===== src/rtl/prefetch_queue_if.sv =====
// Handshake bundle between fetch unit, decoder and prefetch_queue.
// The slave modport is the queue's view; the master modport is the fetch/decode side.
// Optional signal o_fetch_req exists only when PFQ_LOWMARK_EN is defined.
interface prefetch_queue_if #(
    parameter int AW   = 4,
    parameter int PEEK = 3
);
    logic                 i_flush;
    logic                 i_push_valid;
    logic [7:0]           i_push_data;
    logic                 o_push_ready;
    logic [1:0]           i_pop_len;
    logic [8*PEEK-1:0]    o_head_bytes;
    logic [AW:0]          o_head_count;
    logic                 o_pop_err;
`ifdef PFQ_LOWMARK_EN
    logic                 o_fetch_req;
`endif

    modport master (
        output i_flush,
        output i_push_valid,
        output i_push_data,
        output i_pop_len,
        input  o_push_ready,
        input  o_head_bytes,
        input  o_head_count,
        input  o_pop_err
`ifdef PFQ_LOWMARK_EN
        ,
        input  o_fetch_req
`endif
    );

    modport slave (
        input  i_flush,
        input  i_push_valid,
        input  i_push_data,
        input  i_pop_len,
        output o_push_ready,
        output o_head_bytes,
        output o_head_count,
        output o_pop_err
`ifdef PFQ_LOWMARK_EN
        ,
        output o_fetch_req
`endif
    );
endinterface


===== src/rtl/prefetch_queue.sv =====
// Instruction-byte prefetch queue: one byte pushed per cycle by fetch, the head
// PEEK bytes exposed in parallel to the decoder, 0..PEEK bytes popped per cycle.
// Flush discards everything. Optional macro PFQ_LOWMARK_EN adds the registered
// o_fetch_req low-water-mark output.
module prefetch_queue #(
    parameter int DEPTH   = 16,
    parameter int AW      = 4,
    parameter int PEEK    = 3,
    parameter int LOWMARK = 4
) (
    input  logic            i_clk,
    input  logic            i_rst,
    prefetch_queue_if.slave bus
);
    logic [7:0]        r_mem [DEPTH];
    logic [AW-1:0]     r_rd_ptr;
    logic [AW-1:0]     r_wr_ptr;
    logic [AW:0]       r_count;
    logic              r_pop_err;

    logic              w_push_ready;
    logic              w_push;
    logic              w_pop_legal;
    logic [AW:0]       w_pop_len;
    logic [AW:0]       w_pop_amt;
    logic [AW:0]       w_count_next;
    logic [AW-1:0]     w_idx [PEEK];
    logic [8*PEEK-1:0] w_head;

    // Legality is judged on the count before this cycle's push; a pop never frees room for a same-cycle push.
    assign w_push_ready = (r_count != (AW+1)'(DEPTH));
    assign w_push       = bus.i_push_valid && w_push_ready && !bus.i_flush && !i_rst;
    assign w_pop_len    = (AW+1)'(bus.i_pop_len);
    assign w_pop_legal  = (w_pop_len <= r_count) && (w_pop_len <= (AW+1)'(PEEK));
    assign w_pop_amt    = w_pop_legal ? w_pop_len : '0;

    // Next occupancy: flush empties, otherwise add the accepted push and subtract the legal pop.
    always_comb begin
        w_count_next = r_count + (AW+1)'(w_push) - w_pop_amt;
        if (bus.i_flush) begin
            w_count_next = '0;
        end
    end

    // Pointers, count and the one-cycle pop error pulse.
    always_ff @(posedge i_clk) begin
        if (i_rst) begin
            r_rd_ptr  <= '0;
            r_wr_ptr  <= '0;
            r_count   <= '0;
            r_pop_err <= 1'b0;
        end else if (bus.i_flush) begin
            r_rd_ptr  <= '0;
            r_wr_ptr  <= '0;
            r_count   <= '0;
            r_pop_err <= 1'b0;
        end else begin
            r_rd_ptr  <= r_rd_ptr + w_pop_amt[AW-1:0];
            if (w_push) begin
                r_wr_ptr <= r_wr_ptr + 1'b1;
            end
            r_count   <= w_count_next;
            r_pop_err <= !w_pop_legal;
        end
    end

    // Byte storage; deliberately not reset, pointers alone define validity.
    always_ff @(posedge i_clk) begin
        if (w_push) begin
            r_mem[r_wr_ptr] <= bus.i_push_data;
        end
    end

    // Head window: wrapping read from rd_ptr, slots past the stored count read as zero.
    always_comb begin
        w_head = '0;
        for (int i = 0; i < PEEK; i++) begin
            w_idx[i] = r_rd_ptr + AW'(i);
            if ((AW+1)'(i) < r_count) begin
                w_head[8*i +: 8] = r_mem[w_idx[i]];
            end
        end
    end

    assign bus.o_push_ready = w_push_ready;
    assign bus.o_head_bytes = w_head;
    assign bus.o_head_count = r_count;
    assign bus.o_pop_err    = r_pop_err;

`ifdef PFQ_LOWMARK_EN
    logic r_fetch_req;

    // Request more bytes when next cycle's occupancy is at or below the low mark.
    always_ff @(posedge i_clk) begin
        if (i_rst || bus.i_flush) begin
            r_fetch_req <= 1'b1;
        end else begin
            r_fetch_req <= (w_count_next <= (AW+1)'(LOWMARK));
        end
    end

    assign bus.o_fetch_req = r_fetch_req;
`endif
endmodule


===== src/flat_wrapper.sv =====
// flat-port wrapper written by rule: the top's interface ports become plain ports
module prefetch_queue_flat 
#(
    parameter int DEPTH   = 16,
    parameter int AW      = 4,
    parameter int PEEK    = 3,
    parameter int LOWMARK = 4
)
  (i_clk, i_rst, bus_i_flush, bus_i_push_valid, bus_i_push_data, bus_i_pop_len, bus_o_push_ready, bus_o_head_bytes, bus_o_head_count, bus_o_pop_err);
  prefetch_queue_if #(.AW(AW), .PEEK(PEEK)) bus_i ();
  input  logic i_clk;
  input  logic i_rst;
  input wire logic [$bits(bus_i.i_flush)-1:0] bus_i_flush;
  input wire logic [$bits(bus_i.i_push_valid)-1:0] bus_i_push_valid;
  input wire logic [$bits(bus_i.i_push_data)-1:0] bus_i_push_data;
  input wire logic [$bits(bus_i.i_pop_len)-1:0] bus_i_pop_len;
  output wire logic [$bits(bus_i.o_push_ready)-1:0] bus_o_push_ready;
  output wire logic [$bits(bus_i.o_head_bytes)-1:0] bus_o_head_bytes;
  output wire logic [$bits(bus_i.o_head_count)-1:0] bus_o_head_count;
  output wire logic [$bits(bus_i.o_pop_err)-1:0] bus_o_pop_err;
  assign bus_i.i_flush = bus_i_flush;
  assign bus_i.i_push_valid = bus_i_push_valid;
  assign bus_i.i_push_data = bus_i_push_data;
  assign bus_i.i_pop_len = bus_i_pop_len;
  assign bus_o_push_ready = bus_i.o_push_ready;
  assign bus_o_head_bytes = bus_i.o_head_bytes;
  assign bus_o_head_count = bus_i.o_head_count;
  assign bus_o_pop_err = bus_i.o_pop_err;
  prefetch_queue #(.DEPTH(DEPTH), .AW(AW), .PEEK(PEEK), .LOWMARK(LOWMARK)) u_core (.i_clk(i_clk), .i_rst(i_rst), .bus(bus_i));
endmodule

===== config.mk =====
export PLATFORM = sky130hd
export DESIGN_NAME = prefetch_queue_flat
export DESIGN_NICKNAME = d
export VERILOG_FILES = /design/src/rtl/prefetch_queue_if.sv /design/src/rtl/prefetch_queue.sv /design/src/flat_wrapper.sv
export SDC_FILE = /design/constraint.sdc
export NUM_CORES = 1
export LEC_CHECK = 0
export CORE_UTILIZATION = 25
export DETAILED_ROUTE_END_ITERATION = 7
export PLACE_DENSITY = 0.48
export SYNTH_ARGS = -nofsm -noshare
export SYNTH_HDL_FRONTEND = slang
export SYNTH_SLANG_ARGS = --single-unit

===== constraint.sdc =====
create_clock -name i_clk -period 9.2 [get_ports i_clk]
set_input_delay 2.76 -clock i_clk [delete_from_list [all_inputs] [get_ports i_clk]]
set_output_delay 2.76 -clock i_clk [all_outputs]
set_load 0.01 [all_outputs]

======== Yosys cells after proc, flatten, opt, wreduce, memory -nomap -nowiden ========
Memories as Yosys holds them, arrays and structs flattened. A register that Yosys moved wholly into a read port is not among the register bits.
Index checks and enable logic that the tools add are counted.
storage, ports and cells
  memories kept ........................... 1
  bits in registers ....................... 14
  bits in writable memories ............... 128
  word-level logic and storage cells ...... 32
  input bits .............................. 14
  output and inout bits ................... 31
cells by class
  order comparisons ....................... 5
  add/sub/neg operators ................... 6
  multiplexer cells ....................... 7
  reductions and logical operators ........ 8
  equal/unequal tests ..................... 1
memory list
  memory        depth  bits a word  rd ports  clocked after memory_dff  write ports  RTL line              source
  u_core.r_mem  16     8            3         1                         1            prefetch_queue.sv:15  logic [7:0] r_mem [DEPTH];
operators with widths
  kind                 count
  $mux 8               3
  $lt 1x5->1 const A   2
  $add 4x1->4 const B  2
  $add 5x1->5          1
  $le 2x5->1           1
  $lt 2x5->1 const A   1
  $ne 5x5->1 const B   1
  $sub 5x5->5          1
  $add 4x2->4 const B  1
  $add 4x4->4          1
  $logic_and 1x1->1    4
  $mux 4               1
  $logic_not 1->1      3
  $le 2x2->1 const B   1
  $mux 1               2
  $mux 2               1
  $reduce_or 2->1      1

======== Logic depth before layout (Yosys ltp) ========
  depth after elaboration ................. 6
  gate-level depth with buffers ........... 14
  gate-level depth less buffers ........... 14

======== Worst setup path after synthesis ========
Ideal clock, no wire load.
  kind .................................... input to register
  from .................................... in bus_i_pop_len[1]
  to ...................................... reg u_core.r_count[4] (netlist: u_core.bus.o_head_count[4])
  arrival time ............................ 4.837 ns
  library setup time ...................... 0.128 ns
  buffers on the path ..................... 0
  slack ................................... 4.235 ns
  required time ........................... 9.072 ns
  cell stages on the path ................. 13
  cell sequence ........................... ha_1 -> nor2b_1 -> o21ai_0 -> a41o_1 -> and2_1 -> ha_1 -> inv_1 -> ha_1 -> fa_1 -> a21oi_1 -> o21bai_1 -> xor2_1 -> nor2_1
on the way
  longest elaborated chain between the ends .. 4
  elaborated cells on any way between the ends .. 5
  those cells by class .................... 1 x add/sub; 2 x order compare; 1 x mux; 1 x reduce/logical
RTL lines
  what                                      RTL line              source
  start, declared                           flat_wrapper.sv:16    input wire logic [$bits(bus_i.i_pop_len)-1:0] bus_i_pop_len;
  $le 2x5->1 or $le 2x2->1 (tied branches)  prefetch_queue.sv:34  assign w_pop_legal = (w_pop_len <= r_count) && (w_pop_len <= (AW+1)'(PEEK));
  $logic_and 1x1->1                         prefetch_queue.sv:34
  $mux 2 (*)                                prefetch_queue.sv:35  assign w_pop_amt = w_pop_legal ? w_pop_len : '0;
  $sub 5x5->5 (*)                           prefetch_queue.sv:39  w_count_next = r_count + (AW+1)'(w_push) - w_pop_amt;
  end signal, assigned                      prefetch_queue.sv:62  r_count <= w_count_next;
  end, declared                             prefetch_queue.sv:18  logic [AW:0] r_count;
Mark *: on every way between the ends. The rest lies on a longest branch, timed or not.
A chain may end at the register's enable or synchronous reset.

======== Worst setup path in the final report ========
  from .................................... reg u_core.r_rd_ptr[0]
  to ...................................... out bus_o_head_bytes[8]
on the way
  longest elaborated chain between the ends .. 3
RTL lines
  what                    RTL line              source
  start, declared         prefetch_queue.sv:16  logic [AW-1:0] r_rd_ptr;
  start signal, assigned  prefetch_queue.sv:58  r_rd_ptr <= r_rd_ptr + w_pop_amt[AW-1:0];
  $add 4x1->4             prefetch_queue.sv:78  w_idx[i] = r_rd_ptr + AW'(i);
  $mem_v2 16x8            -
  $mux 8                  prefetch_queue.sv:79  if ((AW+1)'(i) < r_count) begin
  end, declared           flat_wrapper.sv:18    output wire logic [$bits(bus_i.o_head_bytes)-1:0] bus_o_head_bytes;
Every way passes these cells.

==> metrics <==
status=finished, violations left; failing checks=design-rule violations; max-cap violations=0; Worst-Skew Late Latency=420 ps; crit-path max cell delay=660 ps; initial antenna violation count=0; WP data arrival=3820 ps; first-pass GRT wire length=31100 µm; Post-Place Worst Slack=2950 ps; H-tree depth=4; clock-pin slew on the worst setup and hold paths=60 ps; setup bufs post-CTS=0; Pleak=0.00296 µW; Post-Syn Nets=511; vias=4729; vias in the first global route=4809; CTS max path bufs=2; Routed WL per cell=22.7 µm; final setup fails=0; Die ar.=32400 µm²; crit start category=flop; part of the cycle the worst path needs=0.715; Setup crit end kind=output port; dominant synthesized flop cell=edfxtp_1; Top Family by Delay on Critical Path=flip-flops; post-CTS sizing=0; setup TNS=0 ps; area growth from synthesis to layout=18.0%; Seq cells post-synth=142; Initial Util=0.257; post-route design area=9340 µm²; GRT Util Overall=0.133; clock sinks=142; FP Rows=64; Buffers on Ports=44; critical path buffer and inverter count=1; Final nets=555; hold crit path type=flop to flop; Slew Limit Headroom=0.182; RSZ-0062 raised after global routing=no; DRT antenna net count=0; Post-synth EDFFs=128; Residual DRC=4; pin count of the biggest net entering global routing=59; fill count=3008; slowest cell on the critical path=dfxtp_4; endpoints failing hold=0; vias per cell=5.09; Mapped Cells=477; GP Congestion=0.797; hold buffer count at CTS=0; width of the die=180 µm; Final HPWL DP=14500 µm; maximum resistive drop on vdd=0.136 mV; Tmin final=6580 ps; FMAX=152 MHz; final setup margin=2620 ps; core region area=30800 µm²; Crit Path Category=flop to output port; Worst Path Required=6440 ps; CTS tree=done; DR pass1 iterations=7; Root Driver=clkbuf_16; placed cell area=8760 µm²; Seq/Total Area, Yosys=0.521; worst-margin pin slew=1220 ps; Num CTS Buffers=17; Post-Syn Area per Cell=16.6 µm²; Antenna Cells=0; critical-path cell list=ha_1 -> xor2_4 -> mux4_1 -> a22oi_1 -> o221ai_1 -> clkdlybuf4s50_1; Die Ht=180 µm; grt total ovfl=0; Pwr Density=240 nW/µm²; # IOs=45; DRT iter0 DRCs=400; Pwr Total=2240 µW; final wirelength=21100 µm; final hold slack=503 ps; layout cells sized above 1=0.266; ys async rst share=0; Final Skew=9.47 ps; Synth Warn #=0; max-slew violations=0; worst-path fanout max=29; Distinct cells, synth=43; Synth Cell Area=7920 µm²
[tightest hold or removal path: cells and delay by family (launching register included)]
kind / cells / cell delay (ps)
flip-flops: 1 / 340
AND/OR/NAND/NOR: 1 / 70
XOR/XNOR: 1 / 60
[registers in the layout, indices dropped and copies added (netlist names)]
name / cells
u_core.r_mem: 128
u_core.r_wr_ptr: 4
u_core.r_rd_ptr: 4
u_core.bus.o_pop_err: 1
u_core.bus.o_head_count: 5
[through the flow]
stage / std cells / util
floorplan: 477 / -
global placement: 898 / 0.284
detailed placement: 898 / 0.284
CTS: 929 / 0.303
global route: 929 / 0.303
finish: 929 / 0.303
[per-layer routing]
layer | track usage | wire [µm] | vias to the layer above
met4 | 0.0362 | 287 | 0
met2 | 0.212 | 10200 | 196
met1 | 0.180 | 9370 | 2468
met3 | 0.0320 | 1250 | 14
li1 | - | - | 2051
met5 | 0 | 0 | -
[Yosys cell counts (6+ instances only)]
master,instances,area (µm²)
a221o_1,8,80.1
a22oi_1,7,52.6
buf_2,8,40.0
buf_4,6,45.0
clkbuf_1,9,33.8
dfxtp_1,14,280
edfxtp_1,128,3840
ha_1,18,225
inv_1,40,150
inv_2,6,22.5
mux2i_1,16,160
mux4_1,7,184
mux4_2,89,2000
nand2_1,10,37.5
nor2_1,25,93.8
nor3_1,6,30.0
o221ai_1,8,70.1
o22ai_1,16,100
xnor2_1,6,52.6
[worst paths after layout]
check	cells after the start	from	slack (ps)	end
min reg2reg	2	u_core.r_rd_ptr[2]	500	u_core.r_rd_ptr[2]
max	6	u_core.r_rd_ptr[0]	2620	bus_o_head_bytes[8]
min	2	u_core.r_rd_ptr[2]	500	u_core.r_rd_ptr[2]
max reg2reg	6	u_core.bus.o_head_count[2]	6210	u_core.r_mem[9][2]
[area by class of cell]
| type | count | area (µm²) | share of cell area |
|---|---|---|---|
| inverters | 46 | 173 | 0.0185 |
| clock inverters | 14 | 158 | 0.0169 |
| repair buffers | 54 | 515 | 0.0552 |
| multi-input cells | 260 | 3450 | 0.369 |
| well taps | 396 | 495 | 0.0530 |
| flip-flops and latches | 142 | 4130 | 0.442 |
| clock buffers | 17 | 425 | 0.0455 |
[cells in the final DEF (no fill, tap or decap), drive strengths merged, types with 2 or more instances in the layout]
| master | netlist | layout |
|---|---|---|
| clkbuf | 9 | 17 |
| clkinvlp | 0 | 3 |
| o21ai | 2 | 2 |
| clkinv | 0 | 4 |
| mux4 | 96 | 96 |
| bufinv | 0 | 2 |
| xor2 | 4 | 4 |
| ha | 18 | 18 |
| nand3 | 5 | 5 |
| fa | 2 | 2 |
| inv | 46 | 51 |
| nor2 | 25 | 25 |
| mux2i | 16 | 16 |
| o221ai | 8 | 8 |
| edfxtp | 128 | 128 |
| buf | 20 | 10 |
| o22ai | 16 | 16 |
| nand2 | 10 | 10 |
| a21oi | 4 | 4 |
| and2 | 5 | 5 |
| nand2b | 4 | 4 |
| a22oi | 7 | 7 |
| xnor2 | 6 | 6 |
| nor3 | 6 | 6 |
| nand3b | 3 | 3 |
| nor2b | 3 | 3 |
| clkdlybuf4s50 | 0 | 44 |
| a221o | 8 | 8 |
| dfxtp | 14 | 14 |
[kinds of logic (layout without fill, tap and decap cells)]
kind of cell	after synthesis	after routing	synth area share
and+or+nand+nor	68	68	0.0443
muxes	113	113	0.298
adders and majority gates	20	20	0.0335
AOI/OAI and AO/OA	49	49	0.0462
DFF	142	142	0.521
xor gates and xnor gates	10	10	0.0134
buffers and inverters	75	131	0.0435
[report_power, final]
part	internal (µW)	switching, µW
registers	718	25.7
logic	409	411
clock network	402	273
total	1530	710
(Power assumes the default switching activity.)
==> patch (config.mk and constraints unchanged) <==
`PEEK` is set to 3 in 3 places; all go to 6.
--- a/src/rtl/prefetch_queue_if.sv
+++ b/src/rtl/prefetch_queue_if.sv
@@ -3,7 +3,7 @@
 // Optional signal o_fetch_req exists only when PFQ_LOWMARK_EN is defined.
 interface prefetch_queue_if #(
     parameter int AW   = 4,
-    parameter int PEEK = 3
+    parameter int PEEK = 6
 );
     logic                 i_flush;
     logic                 i_push_valid;
--- a/src/rtl/prefetch_queue.sv
+++ b/src/rtl/prefetch_queue.sv
@@ -5,7 +5,7 @@
 module prefetch_queue #(
     parameter int DEPTH   = 16,
     parameter int AW      = 4,
-    parameter int PEEK    = 3,
+    parameter int PEEK    = 6,
     parameter int LOWMARK = 4
 ) (
     input  logic            i_clk,
--- a/src/flat_wrapper.sv
+++ b/src/flat_wrapper.sv
@@ -3,7 +3,7 @@
 #(
     parameter int DEPTH   = 16,
     parameter int AW      = 4,
-    parameter int PEEK    = 3,
+    parameter int PEEK    = 6,
     parameter int LOWMARK = 4
 )
   (i_clk, i_rst, bus_i_flush, bus_i_push_valid, bus_i_push_data, bus_i_pop_len, bus_o_push_ready, bus_o_head_bytes, bus_o_head_count, bus_o_pop_err);
Ports: changed (resized bus_o_head_bytes); port bits go from 45 to 69. The function was not compared with the original's and may differ.
==> patch against the unedited design <==
- worst setup slack lost 370 ps
- largest cell class is now multi-input gates
- sequential cell count unchanged
- critical path type unchanged
- final area up 20%
- clock power about the same
- highest routed layer unchanged
- area after synthesis rose by 19%
- register-to-register slack worse by 320 ps
- power is 31% higher
- wire length rose by 42%
==> patch: results (changes against the unedited design) <==
hold_path:
  whs_path_cells: 2  # unchanged
  min_delay_worst_endpoint: "u_core.r_wr_ptr[1]"
  hold_path_startpoint: "u_core.r_wr_ptr[1]"
  hold_path.class: "register to register"
routing:
  detailedRoute.firstPassIterationCount: 5  # -2
  route.vias.total: 6257  # +32%
  drt_iter0_markers: 765  # +91%
  detail_route.wirelength_um: 29800  # +42%
cts:
  cts_resized: 0  # unchanged
  insertion_delay_ps: 430
  cts-root-to-sink-buffers: 2  # unchanged
  cts.htree.levels: 4  # unchanged
  clk_pin_slew_worst_paths_ps: 60  # about the same
  clock-root-buffer: "clkbuf_16"
  cts_buffers: 17  # unchanged
  post_cts.repair.setup_buffers: 0  # unchanged
pwr:
  total_leakage_power_nw: 3.63  # +22%
  ir_drop_mv: 0.156  # +15%
place:
  detailedPlacementHpwl_um: 19500  # +35%
  place_congestion: 0.782  # -1.8%
  place_ws_ps: 2660  # -296 ps
  numPortBuffers: 68  # +55%
logic_synthesis:
  syn_nets: 620  # +21%
  synth_cell_types: 35  # -19%
  synth-warning-count: 0  # unchanged
  asr_flop_ratio_synth_pct: 0  # unchanged
  synth-seq-area-share_pct: 43.8  # -8.3 points
  synth_seq_cells: 142  # unchanged
  synthTopCellsByArea: "edfxtp_1 41%, mux4_2 31%, mux2i_1 9.4%"
  ys_top_cells_by_count: "128 x edfxtp_1, 128 x mux4_2, 88 x mux2i_1"
  synth_edf_count: 128  # unchanged
layout:
  registers.top_by_ff_count: "u_core.r_mem"
  largest_register_ff_count: 128  # unchanged
  diodes: 0  # unchanged
  final_layout_size_suffix_gt1_share_pct: 29.6  # +3.0 points
  net_count_reported_at_finish: 689  # +24%
  fill_cells: 3627  # +21%
global_routing:
  grt_max_degree: 69  # +17%
  first_global_vias: 6353  # +32%
  track_usage_pct: 15.8  # +2.5 points
  grt_pass1_wl_um: 43100  # +38%
  grt_antenna_before_repair: 0  # unchanged
setup_path:
  crit_fanout: 68  # +130%
  worstPathArrival_ps: 4190  # +370 ps
  endpoint_of_the_most_critical_register_to_register_path: "u_core.bus.o_head_count[4]"
  worst-r2r-setup-slack_ps: 5890  # -320 ps
  rr_startpoint: "u_core.bus.o_head_count[1]"
  reg2reg_depth: 14  # +8
timing:
  worst_slew_pin_slew_ps: 1130  # -90.0 ps
  fin_worst_skew_ps: 16.7  # +7.19 ps
status:
  status: "finished, final reports clean"
[patch: worst max-delay path, stage by stage, from the launching register on]
cell and delay (ps):
dfxtp_4 380, buf_4 830, buf_4 900, mux4_2 640, mux2i_1 190, o22ai_1 140, clkdlybuf4s50_1 550
[patch: final cells by class]
type | count | area [µm²] | area share (%)
Tap cell | 468 | 586 | 5.24
Timing Repair Buffer | 92 | 861 | 7.71
Inverter | 18 | 67.6 | 0.605
Clock inverter | 14 | 141 | 1.27
Multi-Input combinational cell | 381 | 4950 | 44.3
Sequential cell | 142 | 4130 | 37.0
Clock buffer | 18 | 429 | 3.84
[patch: layer usage]
| metal | global-route usage, % | vias to the layer above | wire (µm) |
|---|---|---|---|
| li1 | - | 2600 | - |
| met1 | 18.8 | 3295 | 11700 |
| met2 | 26.5 | 310 | 14700 |
| met3 | 5.43 | 52 | 2660 |
| met4 | 5.21 | 0 | 815 |
| met5 | 0 | - | 0 |
[patch: stage by stage]
step	hold WS [ps]	cell area, µm²	std cells
3_5_place_dp	537	10600	1101
5_1_grt	582	11200	1133
6_report	546	11200	1133
2_1_floorplan	481	9410	583
4_1_cts	546	11200	1133
3_3_place_gp	496	10600	1101
[patch: report_power, final]
group / internal (mW) / leakage (nW) / total [mW] / switching [mW]
Combinational: 0.711 / 2.09 / 1.51 / 0.799
Sequential: 0.720 / 1.27 / 0.745 / 0.0253
Clock: 0.398 / 0.274 / 0.676 / 0.278
[patch: logic make-up (layout without fill, tap and decap cells)]
kind of cell    count (synthesis)  count (layout)  share of synthesized area [%]
compound gates                 66              66                           4.32
xor+xnor                       14              14                           1.78
fa+ha+maj                      23              23                           3.22
buf+inv                        60             142                           3.75
flops                         142             142                           43.8
mux                           216             216                           40.0
simple gates                   62              62                           3.07
[patch: worst max-delay path by stage]
stage                     depth (start not counted)                    to          startpoint  slack, ps
after floorplan                                  10  bus_o_head_bytes[10]  u_core.r_rd_ptr[1]       3860
after global placement                            6   bus_o_head_bytes[8]  u_core.r_rd_ptr[0]       2750
after detailed placement                          6   bus_o_head_bytes[9]  u_core.r_rd_ptr[0]       2660
after CTS                                         6   bus_o_head_bytes[9]  u_core.r_rd_ptr[0]       2180
after global routing                              6   bus_o_head_bytes[9]  u_core.r_rd_ptr[0]       1870
final                                             6   bus_o_head_bytes[9]  u_core.r_rd_ptr[0]       2250
